===== src/rtl/io_pkg.sv =====
// ---------------------------------------------------------------------------
// io_pkg
// Shared definitions for the IO interface of the ODE solver chip.
// Holds the FSM state encodings of the result unloader, the CPU bus width
// and the beat-order constant that the loader side (IO_Module) also uses,
// so both directions agree on which half of a 64-bit word travels first.
// ---------------------------------------------------------------------------
package io_pkg;

    // Width of the CPU_Bus; one RAM word is two bus beats.
    localparam int BUS_WIDTH = 32;

    // 1 = low half of a RAM word goes over the bus first.
    localparam bit LO_FIRST = 1'b1;

    // Unloader FSM state encodings.
    localparam logic [2:0] S_IDLE    = 3'd0;
    localparam logic [2:0] S_READ    = 3'd1;
    localparam logic [2:0] S_WAIT    = 3'd2;
    localparam logic [2:0] S_SEND_LO = 3'd3;
    localparam logic [2:0] S_SEND_HI = 3'd4;
    localparam logic [2:0] S_DONE    = 3'd5;

endpackage


===== src/rtl/io_result_unloader.sv =====
// ---------------------------------------------------------------------------
// io_result_unloader
// Transmit side of the IO interface. Streams solver results out of RAM to
// the CPU: each 64-bit RAM word is read once and sent as two 32-bit beats,
// each beat held on the bus until the CPU acknowledges it with a one-cycle
// INT pulse. The top level owns the CPU_Bus tristate and drives it with
// o_busOut whenever o_busOe is high.
//
// Ports
//   i_clk            single clock, rising edge
//   i_rst            synchronous active-high reset
//   i_start          1-cycle pulse, honoured only while idle
//   i_baseAddress    first RAM word address, sampled with i_start
//   i_wordCount      number of 64-bit words to send, sampled with i_start
//   i_int            CPU acknowledge, 1-cycle pulse per consumed beat
//   o_ramRdAddress   RAM read address, only changes when a read is issued
//   i_ramRdData      RAM read data, valid one cycle after the address
//   o_busOut         registered beat data for CPU_Bus
//   o_busOe          top level drives CPU_Bus while high
//   o_beatValid      o_busOut holds a beat the CPU has not yet acked
//   o_busy           transfer in progress (every state except idle)
//   o_doneUnloading  1-cycle pulse once the last beat has been acked
// ---------------------------------------------------------------------------
module io_result_unloader
    import io_pkg::*;
#(
    parameter int RAM_ADDRESS_WIDTH = 13,
    parameter int DATA_WIDTH        = 64,
    parameter int BUS_WIDTH         = io_pkg::BUS_WIDTH
) (
    input  logic                         i_clk,
    input  logic                         i_rst,
    input  logic                         i_start,
    input  logic [RAM_ADDRESS_WIDTH-1:0] i_baseAddress,
    input  logic [RAM_ADDRESS_WIDTH-1:0] i_wordCount,
    input  logic                         i_int,
    output logic [RAM_ADDRESS_WIDTH-1:0] o_ramRdAddress,
    input  logic [DATA_WIDTH-1:0]        i_ramRdData,
    output logic [BUS_WIDTH-1:0]         o_busOut,
    output logic                         o_busOe,
    output logic                         o_beatValid,
    output logic                         o_busy,
    output logic                         o_doneUnloading
);

    logic [2:0]                   r_state;
    logic [2:0]                   w_nextState;
    logic [RAM_ADDRESS_WIDTH-1:0] r_addr;
    logic [RAM_ADDRESS_WIDTH-1:0] r_remaining;
    logic [RAM_ADDRESS_WIDTH-1:0] r_ramRdAddress;
    logic [DATA_WIDTH-1:0]        r_hold;
    logic [BUS_WIDTH-1:0]         r_busOut;
    logic                         r_done;

    logic                         w_lastWord;
    logic                         w_countZero;
    logic [RAM_ADDRESS_WIDTH-1:0] w_addrNext;
    logic [BUS_WIDTH-1:0]         w_firstHalfRam;
    logic [BUS_WIDTH-1:0]         w_secondHalfHold;

    // Beat ordering follows the shared LO_FIRST constant. The first beat is
    // taken straight from the RAM data port so it can be on the bus in the
    // same cycle the word lands in the holding register.
    assign w_firstHalfRam   = LO_FIRST ? i_ramRdData[BUS_WIDTH-1:0]
                                       : i_ramRdData[DATA_WIDTH-1:BUS_WIDTH];
    assign w_secondHalfHold = LO_FIRST ? r_hold[DATA_WIDTH-1:BUS_WIDTH]
                                       : r_hold[BUS_WIDTH-1:0];

    // Address arithmetic wraps silently at the top of the RAM.
    assign w_addrNext  = r_addr + {{(RAM_ADDRESS_WIDTH-1){1'b0}}, 1'b1};
    assign w_lastWord  = (r_remaining == {{(RAM_ADDRESS_WIDTH-1){1'b0}}, 1'b1});
    assign w_countZero = (i_wordCount == '0);

    // Next-state logic. INT is only meaningful while a beat is on the bus,
    // and Start only while idle, so every other state simply ignores them.
    always_comb begin
        w_nextState = r_state;
        case (r_state)
            S_IDLE: begin
                if (i_start) begin
                    w_nextState = w_countZero ? S_DONE : S_READ;
                end
            end
            S_READ:    w_nextState = S_WAIT;
            S_WAIT:    w_nextState = S_SEND_LO;
            S_SEND_LO: begin
                if (i_int) begin
                    w_nextState = S_SEND_HI;
                end
            end
            S_SEND_HI: begin
                if (i_int) begin
                    w_nextState = w_lastWord ? S_DONE : S_READ;
                end
            end
            S_DONE:    w_nextState = S_IDLE;
            default:   w_nextState = S_IDLE;
        endcase
    end

    // State, datapath and registered outputs. The read address is loaded on
    // the edge that enters READ, so the RAM sees it for exactly the READ
    // cycle and it holds its value for the rest of the transfer. The done
    // pulse is registered off the DONE state, which puts it one cycle after
    // DONE is reached (two cycles after Start for an empty transfer).
    always_ff @(posedge i_clk) begin
        if (i_rst) begin
            r_state        <= S_IDLE;
            r_addr         <= '0;
            r_remaining    <= '0;
            r_ramRdAddress <= '0;
            r_hold         <= '0;
            r_busOut       <= '0;
            r_done         <= 1'b0;
        end else begin
            r_state <= w_nextState;
            r_done  <= (r_state == S_DONE);
            case (r_state)
                S_IDLE: begin
                    if (i_start) begin
                        r_addr      <= i_baseAddress;
                        r_remaining <= i_wordCount;
                        if (!w_countZero) begin
                            r_ramRdAddress <= i_baseAddress;
                        end
                    end
                end
                S_WAIT: begin
                    r_hold   <= i_ramRdData;
                    r_busOut <= w_firstHalfRam;
                end
                S_SEND_LO: begin
                    if (i_int) begin
                        r_busOut <= w_secondHalfHold;
                    end
                end
                S_SEND_HI: begin
                    if (i_int) begin
                        r_remaining <= r_remaining - {{(RAM_ADDRESS_WIDTH-1){1'b0}}, 1'b1};
                        r_addr      <= w_addrNext;
                        r_busOut    <= '0;
                        if (!w_lastWord) begin
                            r_ramRdAddress <= w_addrNext;
                        end
                    end
                end
                default: begin
                end
            endcase
        end
    end

    // Bus enable and beat-valid are the same condition: a beat is on the bus.
    assign o_beatValid     = (r_state == S_SEND_LO) || (r_state == S_SEND_HI);
    assign o_busOe         = o_beatValid;
    assign o_busy          = (r_state != S_IDLE);
    assign o_busOut        = r_busOut;
    assign o_ramRdAddress  = r_ramRdAddress;
    assign o_doneUnloading = r_done;

endmodule


===== config.mk =====
export PLATFORM = sky130hd
export DESIGN_NAME = io_result_unloader
export DESIGN_NICKNAME = d
export VERILOG_FILES = /design/src/rtl/io_pkg.sv /design/src/rtl/io_result_unloader.sv
export SDC_FILE = /design/constraint.sdc
export NUM_CORES = 1
export LEC_CHECK = 0
export ABC_AREA = 1
export CORE_MARGIN = 3
export CORE_UTILIZATION = 28
export CTS_BUF_LIST = sky130_fd_sc_hd__clkbuf_4 sky130_fd_sc_hd__clkbuf_8 sky130_fd_sc_hd__clkbuf_16
export CTS_CLUSTER_DIAMETER = 80
export DETAILED_ROUTE_END_ITERATION = 16
export PLACE_DENSITY = 0.58
export SETUP_SLACK_MARGIN = 0.15
export SYNTH_ARGS = -nofsm -noshare
export SYNTH_HDL_FRONTEND = slang
export SYNTH_SLANG_ARGS = --single-unit
export TNS_END_PERCENT = 100

===== constraint.sdc =====
create_clock -name i_clk -period 3.1 [get_ports i_clk]
set_clock_uncertainty 0.2 [all_clocks]
set_input_delay 0.62 -clock i_clk [delete_from_list [all_inputs] [get_ports i_clk]]
set_output_delay 0.62 -clock i_clk [all_outputs]
set_load 0.01 [all_outputs]

==> impl_metrics.py, run 1 <==
metrics = {
    "setup_path": {
        "worstSetupEndpointType": "output pin",
        "critical_path_class": "register to output pin",
        "cp_data_required_time_ns": 2.28,
        "timing.critical_path.arrival_ns": 1.80,
        "timing.reg2reg.worst_path_depth": 9,
        "worstPathMaxFanout": 6,
        "crit_end": "o_busOe",
        "critical_path.reg2reg.startpoint": "r_state[0]",
        "reg2reg_setup_slack_ns": 0.82,
        "launch_point_of_the_critical_path": "r_state[0]",
        "worst_setup_path_start_kind": "register",
        "timing.rr.end": "o_ramRdAddress[9]",
    },
    "logic_synthesis": {
        "synthesis_warning_total": 0,
        "mappedNetlistArea_sq_um": 5250,
        "post_synth_num_cell_types": 31,
        "postSynthRegisterBits": 107,
        "syn_avg_cell_area_sq_um": 6.41,
        "synth_nets": 917,
        "seq_area_frac_synth_pct": 40.8,
        "synthCells": 820,
    },
    "clock_network": {
        "cts_tree": "yes",
        "cts.clk_slew.worst_paths_ns": 0.08,
        "cts_h_tree_depth": 3,
        "cell_at_the_root_of_the_clock_tree": "clkbuf_16",
        "post_cts_resize_count": 0,
        "worst_skew_pair.late_latency_ns": 0.35,
        "cts.sinks": 107,
        "ctsHoldBuffers": 0,
        "postCtsSetupRepairBufs": 0,
        "cts_buffers": 9,
        "cts.path.max_buffers": 2,
    },
    "placement": {
        "placedInstanceArea_sq_um": 6840,
        "dpl.cell_count": 1156,
        "place_congestion": 0.832,
        "dp_hpwl_microns": 10900,
        "portBuffers": 142,
    },
    "route": {
        "drt_iter0_markers": 326,
        "route.detailed.wl_per_inst_microns": 13.8,
        "via_count": 5376,
        "detail_route.wirelength_microns": 16200,
        "wl_met1_microns": 7310,
        "met2_length_microns": 7250,
        "dr.pass1.iters": 5,
        "drt.antenna.violating_nets": 0,
        "via_per_inst": 4.59,
        "max_used_layer": "met4",
        "sum_of_met3_wire_segment_lengths_after_detailed_routing_microns": 1490,
        "drc_violation_count_after_routing": 0,
    },
    "die": {
        "die_height_microns": 143,
        "initial_core_utilization_pct": 28.9,
        "floorplan.die.width_microns": 143,
        "placeableCoreArea_sq_um": 18200,
        "design.die.area_sq_um": 20400,
        "num_io_pins": 143,
        "rows": 49,
    },
    "layout": {
        "regArea_sq_um": 2140,
        "finalInstanceArea_sq_um": 7150,
        "diodes": 0,
        "nFillCells": 1917,
        "final_nets": 1035,
        "final_layout_size_suffix_gt1_share_pct": 4.98,
        "fin_cells": 1172,
        "fin_util_pct": 39.3,
        "synthToLayoutAreaGrowth_pct": 36.1,
        "multi_input_comb_area_sq_um": 2660,
    },
    "sta": {
        "timing_max_transition_violations_final": 0,
        "setup_tns_ns": 0,
        "period_minus_slack_ns": 2.62,
        "setup_violations": 0,
        "hold_viol": 0,
        "rsz0062_at_grt": "no",
        "fmax_mhz": 382,
        "worst_slew_pin_slew_ns": 0.655,
        "worst_slew_margin_rel_pct": 56.3,
        "timing.final.crit_share_pct": 84.5,
    },
    "run": {
        "maxCapViolCount": 0,
    },
    "global_routing": {
        "first_global_vias": 5177,
        "initial_antenna_violation_count": 0,
        "remaining_global_route_overflow": 0,
        "grt_start_max_net_pins": 56,
        "global_route.usage.total_pct": 16.1,
        "grt_pass1_wl_microns": 26200,
    },
    "power_and_ir_drop": {
        "ir_worst_vdd_uv": 415,
        "power-per-cell-area_nw_per_um2": 1020,
        "cellLeakagePower_nw": 3.10,
    },
    "outcome": {
        "status": "finished clean",
    },
    "min_path": {
        "hp-class": "register to register",
    },
}
[placed cells by master (no fill, tap or decap), drive strengths merged]
cell type and count:
nor2 198, nand2 187, clkdlybuf4s50 142, dfxtp 107, o21ai 93, nand3 67, inv 67, a21oi 25
buf 11, clkbuf 11, nand4 9, o211ai 4, o21bai 3, ha 3, nor3 3, or2 2
nand3b 2, a31oi 2, a211oi 2, and2 1, nor4 1, xor2 1, xnor2 1, clkinv 1
[metrics by stage]
step	total power, mW	setup slack (ns)	hold WS (ns)
2_1_floorplan	4.78	1.20	0.239
3_3_place_gp	6.11	0.550	0.256
3_5_place_dp	6.13	0.514	0.273
4_1_cts	7.36	0.486	0.287
5_1_grt	8.01	0.376	0.311
6_report	7.28	0.481	0.284
[area by class of cell]
| cell class | count | share of cell area (%) |
|---|---|---|
| multi-input combinational | 604 | 37.2 |
| sequential | 107 | 30.0 |
| inverter | 63 | 3.31 |
| tap | 229 | 4.01 |
| clock inverter | 5 | 0.718 |
| timing repair buffer | 153 | 21.2 |
| clock buffer | 11 | 3.54 |
[worst max-delay path: stages, from the launching register on]
cell and delay (ns):
dfxtp_1 0.39, nor2_1 0.20, nand2_2 0.07, nand2_1 0.20
clkdlybuf4s50_1 0.59
[cell usage after synthesis]
cell,number,area share [%]
o21bai_1,3,0.43
dfxtp_1,107,41
buf_4,1,0.14
nor2_2,2,0.24
nand4_1,9,1.1
nand3b_1,2,0.29
buf_6,3,0.64
nand3_1,64,6.1
clkbuf_1,24,1.7
o21ai_0,79,7.5
o21ai_2,1,0.17
nor4_1,1,0.12
nand3_4,1,0.33
a211oi_1,2,0.29
nand3_2,2,0.38
and2_1,1,0.12
a31oi_1,2,0.24
inv_2,9,0.64
buf_2,18,1.7
nand2_1,187,13
or2_2,2,0.24
ha_1,3,0.71
xor2_1,1,0.17
nor2_1,196,14
nor3_2,1,0.19
xnor2_1,1,0.17
nor3_1,2,0.19
o211ai_1,4,0.57
a21oi_1,25,2.4
o21ai_1,13,1.2
inv_1,54,3.9
[flip-flops by register name (all words and copies together), names as in the netlist]
signal           flops
o_busOut            32
r_addr              13
o_doneUnloading      1
r_remaining         13
r_state              3
o_ramRdAddress      13
r_hold              32
[cell families (layout without fill, tap and decap cells)]
kind of cell / Yosys count / after routing / share of synthesized area (%)
AOI/OAI and AO/OA: 129 / 129 / 12.8
xor gates and xnor gates: 2 / 2 / 0.333
adders and majority gates: 3 / 3 / 0.715
buffers and inverters: 109 / 232 / 8.72
DFF: 107 / 107 / 40.8
and+or+nand+nor: 470 / 470 / 36.6
[how the worst min path moves through the flow]
stage	start	to	slack [ns]	cells past startpoint
after global routing	r_remaining[11]	r_remaining[11]	0.31	2
final	r_remaining[11]	r_remaining[11]	0.28	2
after detailed placement	r_remaining[11]	r_remaining[11]	0.27	2
after CTS	r_remaining[11]	r_remaining[11]	0.29	2
after global placement	r_remaining[11]	r_remaining[11]	0.26	2
after floorplan	r_remaining[11]	r_remaining[11]	0.24	2
[layer usage]
layer / up-vias / global-route usage, %
met1: 2370 / 21.0
met4: 0 / 3.35
met2: 155 / 25.5
met5: - / 0
li1: 2844 / -
met3: 7 / 6.13
[power breakdown]
group | internal (mW) | total (mW) | leakage [nW] | switching (mW)
Clock | 0.612 | 1.19 | 0.152 | 0.575
Combinational | 1.50 | 3.67 | 2.07 | 2.17
Sequential | 1.99 | 2.43 | 0.880 | 0.431
Total | 4.11 | 7.28 | 3.10 | 3.17
Power figures use the tool's default switching activity.
==> inputs of run 2 (changes only) <==
clock period = 2.6 ns   (was 3.1 ns; I/O delays follow)
==> impl_metrics.py, run 2 (same netlist as run 1, synthesis figures left out) <==
metrics = {
    "run": {
        "maxCapViolCount": 0,
    },
    "global_routing": {
        "initial_antenna_violation_count": 0,
        "grt_pass1_wl_microns": 25800,
        "global_route.usage.total_pct": 15.9,
        "grt_start_max_net_pins": 65,
        "remaining_global_route_overflow": 0,
        "first_global_vias": 5083,
    },
    "outcome": {
        "status": "finished clean",
    },
    "clock_network": {
        "ctsHoldBuffers": 0,
        "postCtsSetupRepairBufs": 0,
        "cts.path.max_buffers": 2,
        "cts_tree": "yes",
        "cts.sinks": 107,
        "cts_buffers": 9,
        "cell_at_the_root_of_the_clock_tree": "clkbuf_16",
        "post_cts_resize_count": 2,
        "worst_skew_pair.late_latency_ns": 0.35,
        "cts_h_tree_depth": 3,
        "cts.clk_slew.worst_paths_ns": 0.07,
    },
    "route": {
        "drt.antenna.violating_nets": 0,
        "dr.pass1.iters": 4,
        "route.detailed.wl_per_inst_microns": 13.8,
        "drc_violation_count_after_routing": 0,
        "drt_iter0_markers": 295,
        "detail_route.wirelength_microns": 16200,
        "via_count": 5405,
        "via_per_inst": 4.60,
    },
    "placement": {
        "dp_hpwl_microns": 11000,
        "portBuffers": 142,
        "place_congestion": 0.831,
    },
    "sta": {
        "fmax_mhz": 425,
        "setup_tns_ns": 0,
        "rsz0062_at_grt": "no",
        "timing_max_transition_violations_final": 0,
        "period_minus_slack_ns": 2.35,
        "timing.final.crit_share_pct": 90.4,
        "worst_slew_pin_slew_ns": 0.649,
        "worst_slew_margin_rel_pct": 56.7,
        "setup_violations": 0,
        "hold_viol": 0,
    },
    "power_and_ir_drop": {
        "ir_worst_vdd_uv": 496,
        "power_frac_seq_pct": 33.3,
        "p_int_mw": 4.94,
        "power-per-cell-area_nw_per_um2": 1220,
        "pwr-share-comb_pct": 50.9,
        "sw_frac_of_total_pct": 43.4,
        "cellLeakagePower_nw": 3.11,
        "clkPwrFrac_pct": 15.8,
        "fin_total_pwr_mw": 8.73,
        "switchingPower_mw": 3.79,
    },
    "setup_path": {
        "worstPathMaxFanout": 6,
        "worstSetupEndpointType": "output pin",
        "crit_slowest_cell": "clkdlybuf4s50_1",
        "cp_data_required_time_ns": 1.88,
        "critical_path_class": "register to output pin",
        "timing.critical_path.cells": "nor2_2 -> nand2_2 -> nand2_2 -> clkdlybuf4s50_1",
        "worst_setup_path_start_kind": "register",
        "most_common_cell_on_crit_path": "nand2_2",
        "max_stage_delay_ns": 0.56,
        "timing.critical_path.arrival_ns": 1.63,
    },
    "layout": {
        "regArea_sq_um": 2140,
        "nFillCells": 1929,
        "synthToLayoutAreaGrowth_pct": 36.6,
        "final_nets": 1038,
        "multi_input_comb_area_sq_um": 2670,
        "final_layout_size_suffix_gt1_share_pct": 5.61,
        "most-common-layout-cells": "nor2_1 (195), nand2_1 (185), clkdlybuf4s50_1 (142)",
        "mostFrequentLayoutCell": "nor2_1",
        "diodes": 0,
    },
    "die": {
        "initial_core_utilization_pct": 28.9,
        "placeableCoreArea_sq_um": 18200,
        "rows": 49,
        "design.die.area_sq_um": 20400,
        "num_io_pins": 143,
        "floorplan.die.width_microns": 143,
        "die_height_microns": 143,
    },
    "min_path": {
        "hp-class": "register to register",
    },
}
-- run 2: final timing paths --
| check | depth (start not counted) | slack, ns | endpoint | startpoint |
|---|---|---|---|---|
| setup / recovery | 4 | 0.25 | o_busOe | r_state[0] |
| hold / removal | 2 | 0.27 | r_remaining[11] | r_remaining[11] |
| setup reg to reg | 8 | 0.50 | o_busOut[5] | r_state[2] |
| hold reg to reg | 2 | 0.27 | r_remaining[11] | r_remaining[11] |
-- run 2: power groups by stage --
stage                     combinational (mW)  sequential (mW)  clock [mW]
after floorplan                         2.74             2.96           0
after global placement                  4.44             2.93           0
after global routing                    5.06             3.00        1.50
final                                   4.45             2.90        1.38
after detailed placement                4.47             2.92           0
after CTS                               4.50             2.90        1.44
-- run 2: cell type report --
class | instances | area share, %
Clock buffer | 10 | 3.33
Clock inverter | 5 | 0.715
Inverter | 63 | 3.29
Multi-Input combinational cell | 604 | 37.2
Sequential cell | 107 | 29.9
Tap cell | 229 | 3.99
Timing Repair Buffer | 156 | 21.6
-- run 2: per-stage QoR --
stage               instances  area [sq um]  util, %  hold slack [ns]  setup WS (ns)
finish                   1174          7180     39.4            0.270          0.249
global route             1174          7180     39.4            0.299          0.174
CTS                      1174          7170     39.4            0.273          0.157
detailed placement       1159          6880     37.8            0.262          0.238
global placement         1159          6880     37.8            0.254          0.251
floorplan                 820          5250        -            0.239          0.802
-- run 2: critical path, delay by kind of cell, from the launching register on --
kind,cells,cell delay (ns)
DFF,1,0.37
buffers and inverters,1,0.56
and+or+nand+nor,3,0.35
-- run 2: layer usage --
| layer | part of all wire [%] | vias up | routed length, microns | track usage (%) |
|---|---|---|---|---|
| li1 | - | 2845 | - | - |
| met1 | 45 | 2387 | 7370 | 20.8 |
| met2 | 44 | 164 | 7150 | 25.0 |
| met3 | 9.5 | 9 | 1540 | 6.13 |
| met4 | 0.96 | 0 | 155 | 3.35 |
| met5 | 0 | - | 0 | 0 |
==> inputs of run 3 (changes only) <==
CORE_UTILIZATION = 49   (was 28)
PLACE_DENSITY = 0.88   (was 0.58)
==> impl_metrics.py, run 3 (same netlist as run 1, synthesis figures left out) <==
metrics = {
    "outcome": {
        "status": "finished clean",
    },
    "power_and_ir_drop": {
        "power_frac_seq_pct": 34.9,
        "clkPwrFrac_pct": 12.3,
        "p_int_mw": 4.60,
        "switchingPower_mw": 3.73,
        "sw_frac_of_total_pct": 44.8,
        "ir_worst_vdd_uv": 708,
        "cellLeakagePower_nw": 3.09,
        "power-per-cell-area_nw_per_um2": 1200,
        "pwr-share-comb_pct": 52.8,
    },
    "die": {
        "design.die.area_sq_um": 12000,
        "die_height_microns": 110,
        "placeableCoreArea_sq_um": 10400,
        "initial_core_utilization_pct": 50.7,
        "rows": 37,
        "num_io_pins": 143,
        "floorplan.die.width_microns": 110,
    },
    "route": {
        "via_per_inst": 5.15,
        "route.detailed.wl_per_inst_microns": 13.4,
        "dr.pass1.iters": 7,
        "detail_route.wirelength_microns": 14500,
        "drt.antenna.violating_nets": 0,
        "drc_violation_count_after_routing": 0,
        "via_count": 5573,
        "drt_iter0_markers": 378,
    },
    "placement": {
        "portBuffers": 142,
        "place_congestion": 0.888,
        "dpl.cell_count": 1067,
        "dp_hpwl_microns": 9970,
    },
    "sta": {
        "fmax_mhz": 424,
        "timing_max_transition_violations_final": 0,
        "period_minus_slack_ns": 2.36,
        "worst_slew_margin_rel_pct": 59.1,
        "rsz0062_at_grt": "no",
        "worst_slew_pin_slew_ns": 0.613,
        "setup_violations": 0,
        "setup_tns_ns": 0,
        "hold_viol": 0,
        "timing.final.crit_share_pct": 90.6,
    },
    "setup_path": {
        "worstPathMaxFanout": 6,
        "timing.rr.end": "o_ramRdAddress[5]",
        "timing.critical_path.cells": "nor2_1 -> nand2_1 -> clkdlybuf4s50_1",
        "cp_data_required_time_ns": 1.88,
        "critPathBufInv": 1,
        "crit_slowest_cell": "clkdlybuf4s50_1",
        "timing.critical_path.max_delay_family": "buffers and inverters",
        "timing.critical_path.arrival_ns": 1.64,
        "reg2reg_setup_slack_ns": 0.48,
        "critical_path.reg2reg.startpoint": "r_state[1]",
        "timing.reg2reg.worst_path_depth": 8,
        "critical_path_class": "register to output pin",
        "max_stage_delay_ns": 0.55,
        "worst_setup_path_start_kind": "register",
        "worstSetupEndpointType": "output pin",
    },
    "layout": {
        "final_nets": 1039,
        "final_layout_size_suffix_gt1_share_pct": 5.49,
        "most-common-layout-cells": "nor2_1 (195), nand2_1 (186), clkdlybuf4s50_1 (140)",
        "diodes": 0,
        "synthToLayoutAreaGrowth_pct": 32.4,
        "mostFrequentLayoutCell": "nor2_1",
        "fin_cells": 1083,
    },
    "clock_network": {
        "cts.clk_slew.worst_paths_ns": 0.11,
        "cts_h_tree_depth": 3,
        "worst_skew_pair.late_latency_ns": 0.38,
        "cts.sinks": 107,
        "cell_at_the_root_of_the_clock_tree": "clkbuf_8",
        "cts.path.max_buffers": 2,
        "ctsHoldBuffers": 0,
        "cts_buffers": 9,
        "cts_tree": "yes",
    },
    "global_routing": {
        "global_route.usage.total_pct": 24.6,
        "grt_start_max_net_pins": 56,
        "initial_antenna_violation_count": 0,
        "remaining_global_route_overflow": 0,
        "grt_pass1_wl_microns": 23800,
        "first_global_vias": 5071,
    },
    "min_path": {
        "min_from": "r_remaining[11]",
        "hp-class": "register to register",
        "holdPathEnd": "r_remaining[11]",
        "min_path_cells": 2,
    },
    "run": {
        "maxCapViolCount": 0,
    },
}
==> run 3: cell types whose count changed in the layout (fill, tap and decap cells not counted), moves of 2 or more <==
cell             before  now
clkbuf_16             9    0
clkbuf_8              1    9
buf_4                12   14
clkdlybuf4s50_1     142  140
==> run 3: layout make-up <==
cell class / instances / area, sq um
clock buffers: 9 / 124
flip-flops and latches: 107 / 2140
well taps: 136 / 170
multi-input cells: 604 / 2660
fillers: 897 / 3420
clock inverters: 7 / 73.8
repair buffers: 157 / 1550
inverters: 63 / 236
==> run 3: worst register-to-register path: stages (launching register included) <==
cell,delay [ns]
dfxtp_1,0.46
nor2_2,0.07
nand2_2,0.07
buf_4,0.48
nor2_2,0.07
nand3_2,0.17
nand3_4,0.24
o21bai_1,0.21
nor2_1,0.06
==> run 3: per-stage QoR <==
| stage | power (mW) | setup slack (ns) | hold WS (ns) | area, sq um | util [%] |
|---|---|---|---|---|---|
| after floorplan | 5.70 | 0.802 | 0.239 | 5250 | - |
| after global placement | 7.16 | 0.330 | 0.254 | 6750 | 65.1 |
| final | 8.33 | 0.244 | 0.283 | 6950 | 67.1 |
| after global routing | 9.09 | 0.154 | 0.305 | 6950 | 67.1 |
| after CTS | 8.33 | 0.174 | 0.276 | 6950 | 67.0 |
| after detailed placement | 7.26 | 0.298 | 0.253 | 6750 | 65.1 |
==> run 3: layer usage <==
metal  vias to the layer above  part of all wire, %  track usage, %  wire [microns]
met5                         -                    0               0               0
met4                         0                  2.4            7.48             344
met3                        30                  9.0            6.46            1310
met2                       255                   46            39.0            6620
met1                      2438                   43            32.8            6270
li1                       2850                    -               -               -
==> run 3: repair_timing <==
item                                    4_1_cts  5_1_grt
endpoints found under the setup margin        2        1
setup buffers                                 0        0
gates resized for setup                       3        1
==> run 3: worst max path at each step <==
| stage | startpoint | to | slack (ns) | cells past startpoint |
|---|---|---|---|---|
| 2_1_floorplan | i_wordCount[0] | o_ramRdAddress[2] | 0.80 | 8 |
| 3_3_place_gp | i_wordCount[0] | o_ramRdAddress[3] | 0.33 | 8 |
| 3_5_place_dp | i_wordCount[0] | o_ramRdAddress[8] | 0.30 | 8 |
| 4_1_cts | r_state[0] | o_beatValid | 0.17 | 4 |
| 5_1_grt | r_state[2] | o_busy | 0.15 | 3 |
| 6_report | r_state[2] | o_busy | 0.24 | 3 |
==> run 3: power by group through the flow <==
stage | registers, mW | clock network (mW) | logic (mW)
finish | 2.91 | 1.03 | 4.40
CTS | 2.89 | 1.05 | 4.39
global route | 2.99 | 1.11 | 4.99
detailed placement | 2.90 | 0 | 4.36
global placement | 2.90 | 0 | 4.26
floorplan | 2.96 | 0 | 2.74
